<file path="config.mk">
export PLATFORM = sky130hd
export DESIGN_NAME = neuron_serial_integrator
export DESIGN_NICKNAME = d
export VERILOG_FILES = /design/src/rtl/neuron_serial_integrator.sv
export SDC_FILE = /design/constraint.sdc
export NUM_CORES = 2
export LEC_CHECK = 0
export CAP_MARGIN = 30
export CORE_AREA = 10 10 435 437
export CTS_BUF_LIST = sky130_fd_sc_hd__clkbuf_16
export DETAILED_ROUTE_END_ITERATION = 12
export DIE_AREA = 0 0 445 447
export PLACE_DENSITY_LB_ADDON = 0.25
export SYNTH_ARGS = -nofsm -noshare
export SYNTH_HDL_FRONTEND = slang
export SYNTH_SLANG_ARGS = --single-unit
</file>
<file path="constraint.sdc">
create_clock -name clk_i -period 16.1 [get_ports clk_i]
set_clock_uncertainty 0.1 [all_clocks]
set_input_delay 2.415 -clock clk_i [delete_from_list [all_inputs] [get_ports clk_i]]
set_output_delay 2.415 -clock clk_i [all_outputs]
set_load 0.005 [all_outputs]
</file>
<file path="src/rtl/neuron_serial_integrator.sv">
// Serial leaky integrate-and-fire neuron: integrates AXON_CHUNK axons per cycle
// over NUM_AXONS/AXON_CHUNK cycles, then applies leak, thresholds and reset rule.
module neuron_serial_integrator #(
  parameter int NUM_AXONS       = 256,
  parameter int AXON_CHUNK      = 16,
  parameter int NUM_WEIGHTS     = 4,
  parameter int WEIGHT_WIDTH    = 9,
  parameter int LEAK_WIDTH      = 9,
  parameter int THRESHOLD_WIDTH = 9,
  parameter int POTENTIAL_WIDTH = 9,
  parameter int COUNT_WIDTH     = 16,
  localparam int TW = $clog2(NUM_WEIGHTS)
) (
  input  logic                                clk_i,
  input  logic                                rst_n_i,
  input  logic                                start_i,
  input  logic [POTENTIAL_WIDTH-1:0]          current_potential_i,
  input  logic [LEAK_WIDTH-1:0]               leak_i,
  input  logic [NUM_WEIGHTS*WEIGHT_WIDTH-1:0] weights_i,
  input  logic [NUM_AXONS*TW-1:0]             axon_type_i,
  input  logic [NUM_AXONS-1:0]                synapses_in_i,
  input  logic [NUM_AXONS-1:0]                axon_in_i,
  input  logic [THRESHOLD_WIDTH-1:0]          positive_threshold_i,
  input  logic [THRESHOLD_WIDTH-1:0]          negative_threshold_i,
  input  logic [POTENTIAL_WIDTH-1:0]          reset_potential_i,
  input  logic                                reset_mode_i,
  output logic                                busy_o,
  output logic                                done_o,
  output logic                                spike_o,
  output logic [POTENTIAL_WIDTH-1:0]          write_potential_o,
  output logic [COUNT_WIDTH-1:0]              spike_count_o
);

  localparam int K     = NUM_AXONS / AXON_CHUNK;
  localparam int CW    = (K > 1) ? $clog2(K) : 1;
  localparam int P     = POTENTIAL_WIDTH;
  localparam int ACC_W = ((P > WEIGHT_WIDTH) ? P : WEIGHT_WIDTH) + $clog2(NUM_AXONS) + 2;
  localparam int MAX_A = (ACC_W > LEAK_WIDTH) ? ACC_W : LEAK_WIDTH;
  localparam int V_W   = ((MAX_A > THRESHOLD_WIDTH) ? MAX_A : THRESHOLD_WIDTH) + 2;

  localparam logic signed [V_W-1:0] POT_MAX = {{(V_W-P+1){1'b0}}, {(P-1){1'b1}}};
  localparam logic signed [V_W-1:0] POT_MIN = {{(V_W-P+1){1'b1}}, {(P-1){1'b0}}};

  typedef enum logic [1:0] {IDLE, ACCUM, FIRE, DONE} state_t;
  state_t state_reg, state_next;

  logic [NUM_AXONS-1:0]                active_reg;
  logic [NUM_AXONS*TW-1:0]             type_reg;
  logic [NUM_WEIGHTS*WEIGHT_WIDTH-1:0] weights_reg;
  logic [LEAK_WIDTH-1:0]               leak_reg;
  logic [THRESHOLD_WIDTH-1:0]          pos_reg, neg_reg;
  logic [P-1:0]                        reset_pot_reg;
  logic                                mode_reg;
  logic [CW-1:0]                       chunk_reg;
  logic signed [ACC_W-1:0]             acc_reg;
  logic                                spike_reg, spike_next;
  logic [P-1:0]                        write_reg, write_next;
  logic [COUNT_WIDTH-1:0]              count_reg;

  logic                                last_chunk;
  logic signed [ACC_W-1:0]             chunk_sum;
  logic signed [WEIGHT_WIDTH-1:0]      weight_arr [NUM_WEIGHTS];
  logic signed [ACC_W-1:0]             term [AXON_CHUNK];
  logic signed [V_W-1:0]               acc_ext, leak_ext, pos_ext, neg_ext, v, over;

  assign last_chunk = (chunk_reg == CW'(K-1));
  assign busy_o     = (state_reg != IDLE);
  assign done_o     = (state_reg == DONE);
  assign spike_o           = spike_reg;
  assign write_potential_o = write_reg;
  assign spike_count_o     = count_reg;

  always_ff @(posedge clk_i or negedge rst_n_i) begin
    if (!rst_n_i) state_reg <= IDLE;
    else          state_reg <= state_next;
  end

  always_comb begin
    state_next = state_reg;
    case (state_reg)
      IDLE:    if (start_i) state_next = ACCUM;
      ACCUM:   if (last_chunk) state_next = FIRE;
      FIRE:    state_next = DONE;
      DONE:    state_next = IDLE;
      default: state_next = IDLE;
    endcase
  end

  genvar gi;
  generate
    for (gi = 0; gi < NUM_WEIGHTS; gi++) begin : g_weight
      assign weight_arr[gi] = weights_reg[gi*WEIGHT_WIDTH +: WEIGHT_WIDTH];
    end
    // Mask and type registers shift down one chunk per cycle, so the current chunk is always the low slice.
    for (gi = 0; gi < AXON_CHUNK; gi++) begin : g_term
      logic signed [WEIGHT_WIDTH-1:0] w;
      assign w        = weight_arr[type_reg[gi*TW +: TW]];
      assign term[gi] = active_reg[gi] ? {{(ACC_W-WEIGHT_WIDTH){w[WEIGHT_WIDTH-1]}}, w} : '0;
    end
  endgenerate

  always_comb begin
    chunk_sum = '0;
    for (int i = 0; i < AXON_CHUNK; i++) chunk_sum = chunk_sum + term[i];
  end

  assign acc_ext  = {{(V_W-ACC_W){acc_reg[ACC_W-1]}}, acc_reg};
  assign leak_ext = {{(V_W-LEAK_WIDTH){leak_reg[LEAK_WIDTH-1]}}, leak_reg};
  assign pos_ext  = {{(V_W-THRESHOLD_WIDTH){pos_reg[THRESHOLD_WIDTH-1]}}, pos_reg};
  assign neg_ext  = {{(V_W-THRESHOLD_WIDTH){neg_reg[THRESHOLD_WIDTH-1]}}, neg_reg};
  assign v        = acc_ext + leak_ext;
  assign over     = v - pos_ext;

  function automatic logic [P-1:0] sat(input logic signed [V_W-1:0] x);
    if (x > POT_MAX)      return POT_MAX[P-1:0];
    else if (x < POT_MIN) return POT_MIN[P-1:0];
    else                  return x[P-1:0];
  endfunction

  always_comb begin
    spike_next = 1'b0;
    write_next = sat(v);
    if (v >= pos_ext) begin
      spike_next = 1'b1;
      write_next = mode_reg ? sat(over) : reset_pot_reg;
    end else if (v < neg_ext) begin
      write_next = mode_reg ? sat(neg_ext) : reset_pot_reg;
    end
  end

  always_ff @(posedge clk_i or negedge rst_n_i) begin
    if (!rst_n_i) begin
      active_reg    <= '0;
      type_reg      <= '0;
      weights_reg   <= '0;
      leak_reg      <= '0;
      pos_reg       <= '0;
      neg_reg       <= '0;
      reset_pot_reg <= '0;
      mode_reg      <= 1'b0;
      chunk_reg     <= '0;
      acc_reg       <= '0;
      spike_reg     <= 1'b0;
      write_reg     <= '0;
      count_reg     <= '0;
    end else begin
      case (state_reg)
        IDLE: if (start_i) begin
          active_reg    <= axon_in_i & synapses_in_i;
          type_reg      <= axon_type_i;
          weights_reg   <= weights_i;
          leak_reg      <= leak_i;
          pos_reg       <= positive_threshold_i;
          neg_reg       <= negative_threshold_i;
          reset_pot_reg <= reset_potential_i;
          mode_reg      <= reset_mode_i;
          chunk_reg     <= '0;
          acc_reg       <= {{(ACC_W-P){current_potential_i[P-1]}}, current_potential_i};
        end
        ACCUM: begin
          acc_reg    <= acc_reg + chunk_sum;
          chunk_reg  <= chunk_reg + CW'(1);
          active_reg <= active_reg >> AXON_CHUNK;
          type_reg   <= type_reg >> (AXON_CHUNK*TW);
        end
        FIRE: begin
          spike_reg <= spike_next;
          write_reg <= write_next;
          if (spike_next) count_reg <= count_reg + COUNT_WIDTH'(1);
        end
        default: ;
      endcase
    end
  end

endmodule

</file>
==> metrics <==
maximum fanout along the worst path=10; Largest delay share family, worst path=adder cells; share of the yosys chip area belonging to registers=0.4265; maximum number of pins on one net before global-route repair=260; number of clock sinks seen by CTS=892; number of synthesized register bits=892; total grt overflow=0; worst rel slew slack=0.2503; final number of hold-violating endpoints=0; die height=around 450 um; Buffers on Ports=roughly 1100; effective utilization at floorplan=0.2905; post-cts sizing count=0; total negative setup slack=0 ns; CTS buffer count=around 110; CTS tree=yes; number of hold-repair buffers added at the cts stage=0; fill cell total of the finished layout=17955; die boundary width=around 450 um; Row Count=between 150 and 200; time the worst path needs with I/O delays and setup=~7.7 ns; minimum setup slack in the final design=8.401 ns; # nets final=7510; post-synthesis cell area=~52000 um^2; post-synth net total=roughly 6600; Via Count=44046; worst path cell trace=mux4_2, and2_1, fa_1, inv_1, fa_1, fa_1, inv_1, fa_1, inv_1, fa_1, fa_1, inv_1, ha_1, fa_1, a21o_1, a21oi_1, o21ai_0, a31oi_1, o211ai_1, a41oi_1, o21ai_0, xnor2_1, nand2_1, a21oi_1; cell with the most instances after synthesis=a21oi_1; endpoint of the worst register-to-register path=acc_reg[18]$_DFFE_PN0P_; WP data arrival=8.28 ns; type of the setup path with the least slack=flip-flop to flip-flop; most used flip-flop cell after synthesis=dfrtp_1; Global Route Usage Sum=0.2397; number of cells on the worst hold path=1; via-per-instance ratio=~5.1; core utilization of the finished layout=0.3863; clock-pin transition on the worst setup and hold timing paths=around 0.06 ns; die footprint=roughly 200000 um^2; final weighted congestion in routability-driven placement=between 0.9 and 1; total placed cells including tap cells=~8400; max-cap viol count=0; path type of the worst min-delay path=flip-flop to flip-flop; worst-case hold path end point=spike_count_o[15]$_DFFE_PN0P_; post-detail-place hpwl=between 150000 and 200000 um; maximum level of the CTS H-tree=3; number of flip-flops under the largest register name=about 500; required time of the worst setup path=around 17 ns; vias in the first global route=approximately 44000; Skew-Pair Late Insertion Delay=0.78 ns; number of flops mapped to enable cells by yosys=0; number of antenna violations at the first check in global routing=between 150 and 200; Pre-Repair DR Iteration Count=6; worst reg2reg startpoint=type_reg[10]$_DFFE_PN0P_; DRC errors left=0; Reg area=~22000 um^2; fraction of final layout cells sized beyond drive strength 1=0.07196; area added between synthesis and finish=32.99%; number of violations reported at the end of detailed-routing iteration 0=between 3000 and 4000; slew at the pin with the worst max-slew slack=~1.1 ns; count of boundary I/O pins=1137; number of setup violations in the final report=0; largest stage delay on the critical path=approximately 0.8 ns; area of the multi-input gates=27670 um^2; ANT nets after route=0; worst reg2reg path depth=24; first-pass GRT wire length=between 300000 and 400000 um; share of flip-flops with an asynchronous set or reset=1.000; area share of the largest cell type after synthesis=0.4265; maximum clock path buffer count=3; top cell types by occurrence after synthesis=a21oi_1, dfrtp_1, nor2_1; Yosys warning total=0; gate count after technology mapping=5216; fin crit share=0.4782; syn avg cell area=between 10 and 15 um^2; outcome=finished clean; hold path start=spike_count_o[15]$_DFFE_PN0P_; Post-CTS Setup Repair Bufs=0; largest area contributor in the netlist=dfrtp_1; Setup crit start kind=flip-flop; drt total wl=approximately 250000 um; setup repair after global routing missed its margin=no; category of the worst setup path capture point=flip-flop; post-detailed-route wirelength per cell=around 29 um; core area=around 180000 um^2; fin. max-slew vios=0; register-to-register path setup slack=8.40 ns; master of the slowest instance on the critical path=dfrtp_1; top post-synthesis cells by area=dfrtp_1, a21oi_1, mux2i_1; setup slack at placement=approximately 8.4 ns; total buffers and inverters traversed by the critical path=4; master cell of the clock root buffer=clkbuf_16; Distinct cells, synth=73; crit-path most repeated cell=fa_1; fmax=about 130 MHz; fin cells=between 8000 and 9000
==> metrics by stage <==
stage | hold slack, ns | cell area, um^2
floorplan | 0.3661 | 52330
global route | 0.3926 | 69510
finish | 0.3726 | 69600
CTS | 0.3785 | 69340
detailed placement | 0.3709 | 65780
global placement | 0.3623 | 65690
==> kinds of logic (layout without fill, tap and decap cells) <==
kind of cell | after synthesis | after routing | share of synthesized area
adder cells (fa/ha/maj) | 276 | 276 | 0.09281
flip-flops | 892 | 892 | 0.4265
buffers and inverters | 636 | 1632 | 0.04566
XOR/XNOR | 67 | 67 | 0.01121
AO/OA/AOI/OAI | 1279 | 1279 | 0.1351
AND/OR/NAND/NOR | 1359 | 1359 | 0.1172
other | 0 | 62 | 0
multiplexers | 707 | 707 | 0.1715
==> layer usage <==
layer | up-vias | GRT usage | share of wire
li1 | 20170 | - | -
met1 | 21899 | 0.3090 | 0.42
met2 | 1415 | 0.4021 | 0.49
met3 | 458 | 0.06044 | 0.064
met4 | 104 | 0.05848 | 0.026
met5 | - | 0 | 0.0025
==> area by class of cell <==
cell class | instances | area share
multi-input combinational | 3688 | 0.3976
clock inverter | 89 | 0.01233
inverter | 249 | 0.01350
clock buffer | 108 | 0.03883
antenna | 62 | 0.002229
sequential | 892 | 0.3207
timing repair buffer | 1186 | 0.1722
tap | 2370 | 0.04261
==> worst max path at each step <==
stage	startpoint	cells past startpoint	end
2_1_floorplan	type_reg[10]$_DFFE_PN0P_	25	acc_reg[18]$_DFFE_PN0P_
3_3_place_gp	type_reg[10]$_DFFE_PN0P_	24	acc_reg[18]$_DFFE_PN0P_
3_5_place_dp	type_reg[10]$_DFFE_PN0P_	24	acc_reg[18]$_DFFE_PN0P_
4_1_cts	type_reg[10]$_DFFE_PN0P_	24	acc_reg[18]$_DFFE_PN0P_
5_1_grt	type_reg[10]$_DFFE_PN0P_	24	acc_reg[18]$_DFFE_PN0P_
6_report	type_reg[10]$_DFFE_PN0P_	24	acc_reg[18]$_DFFE_PN0P_
==> cell usage in the layout (no fill, tap or decap), types with 76 or more instances in the layout <==
| cell type | n |
|---|---|
| a21oi_1 | 1023 |
| and3_1 | 251 |
| clkbuf_16 | 108 |
| clkdlybuf4s50_1 | 1135 |
| dfrtp_1 | 892 |
| fa_1 | 187 |
| ha_1 | 88 |
| inv_1 | 268 |
| mux2_2 | 76 |
| mux2i_1 | 487 |
| mux4_2 | 144 |
| nand2_1 | 168 |
| nor2_1 | 780 |
Power is left out: the tool's default activity adds up to more than one toggle a clock period on the data nets, which glitch-free logic cannot reach.
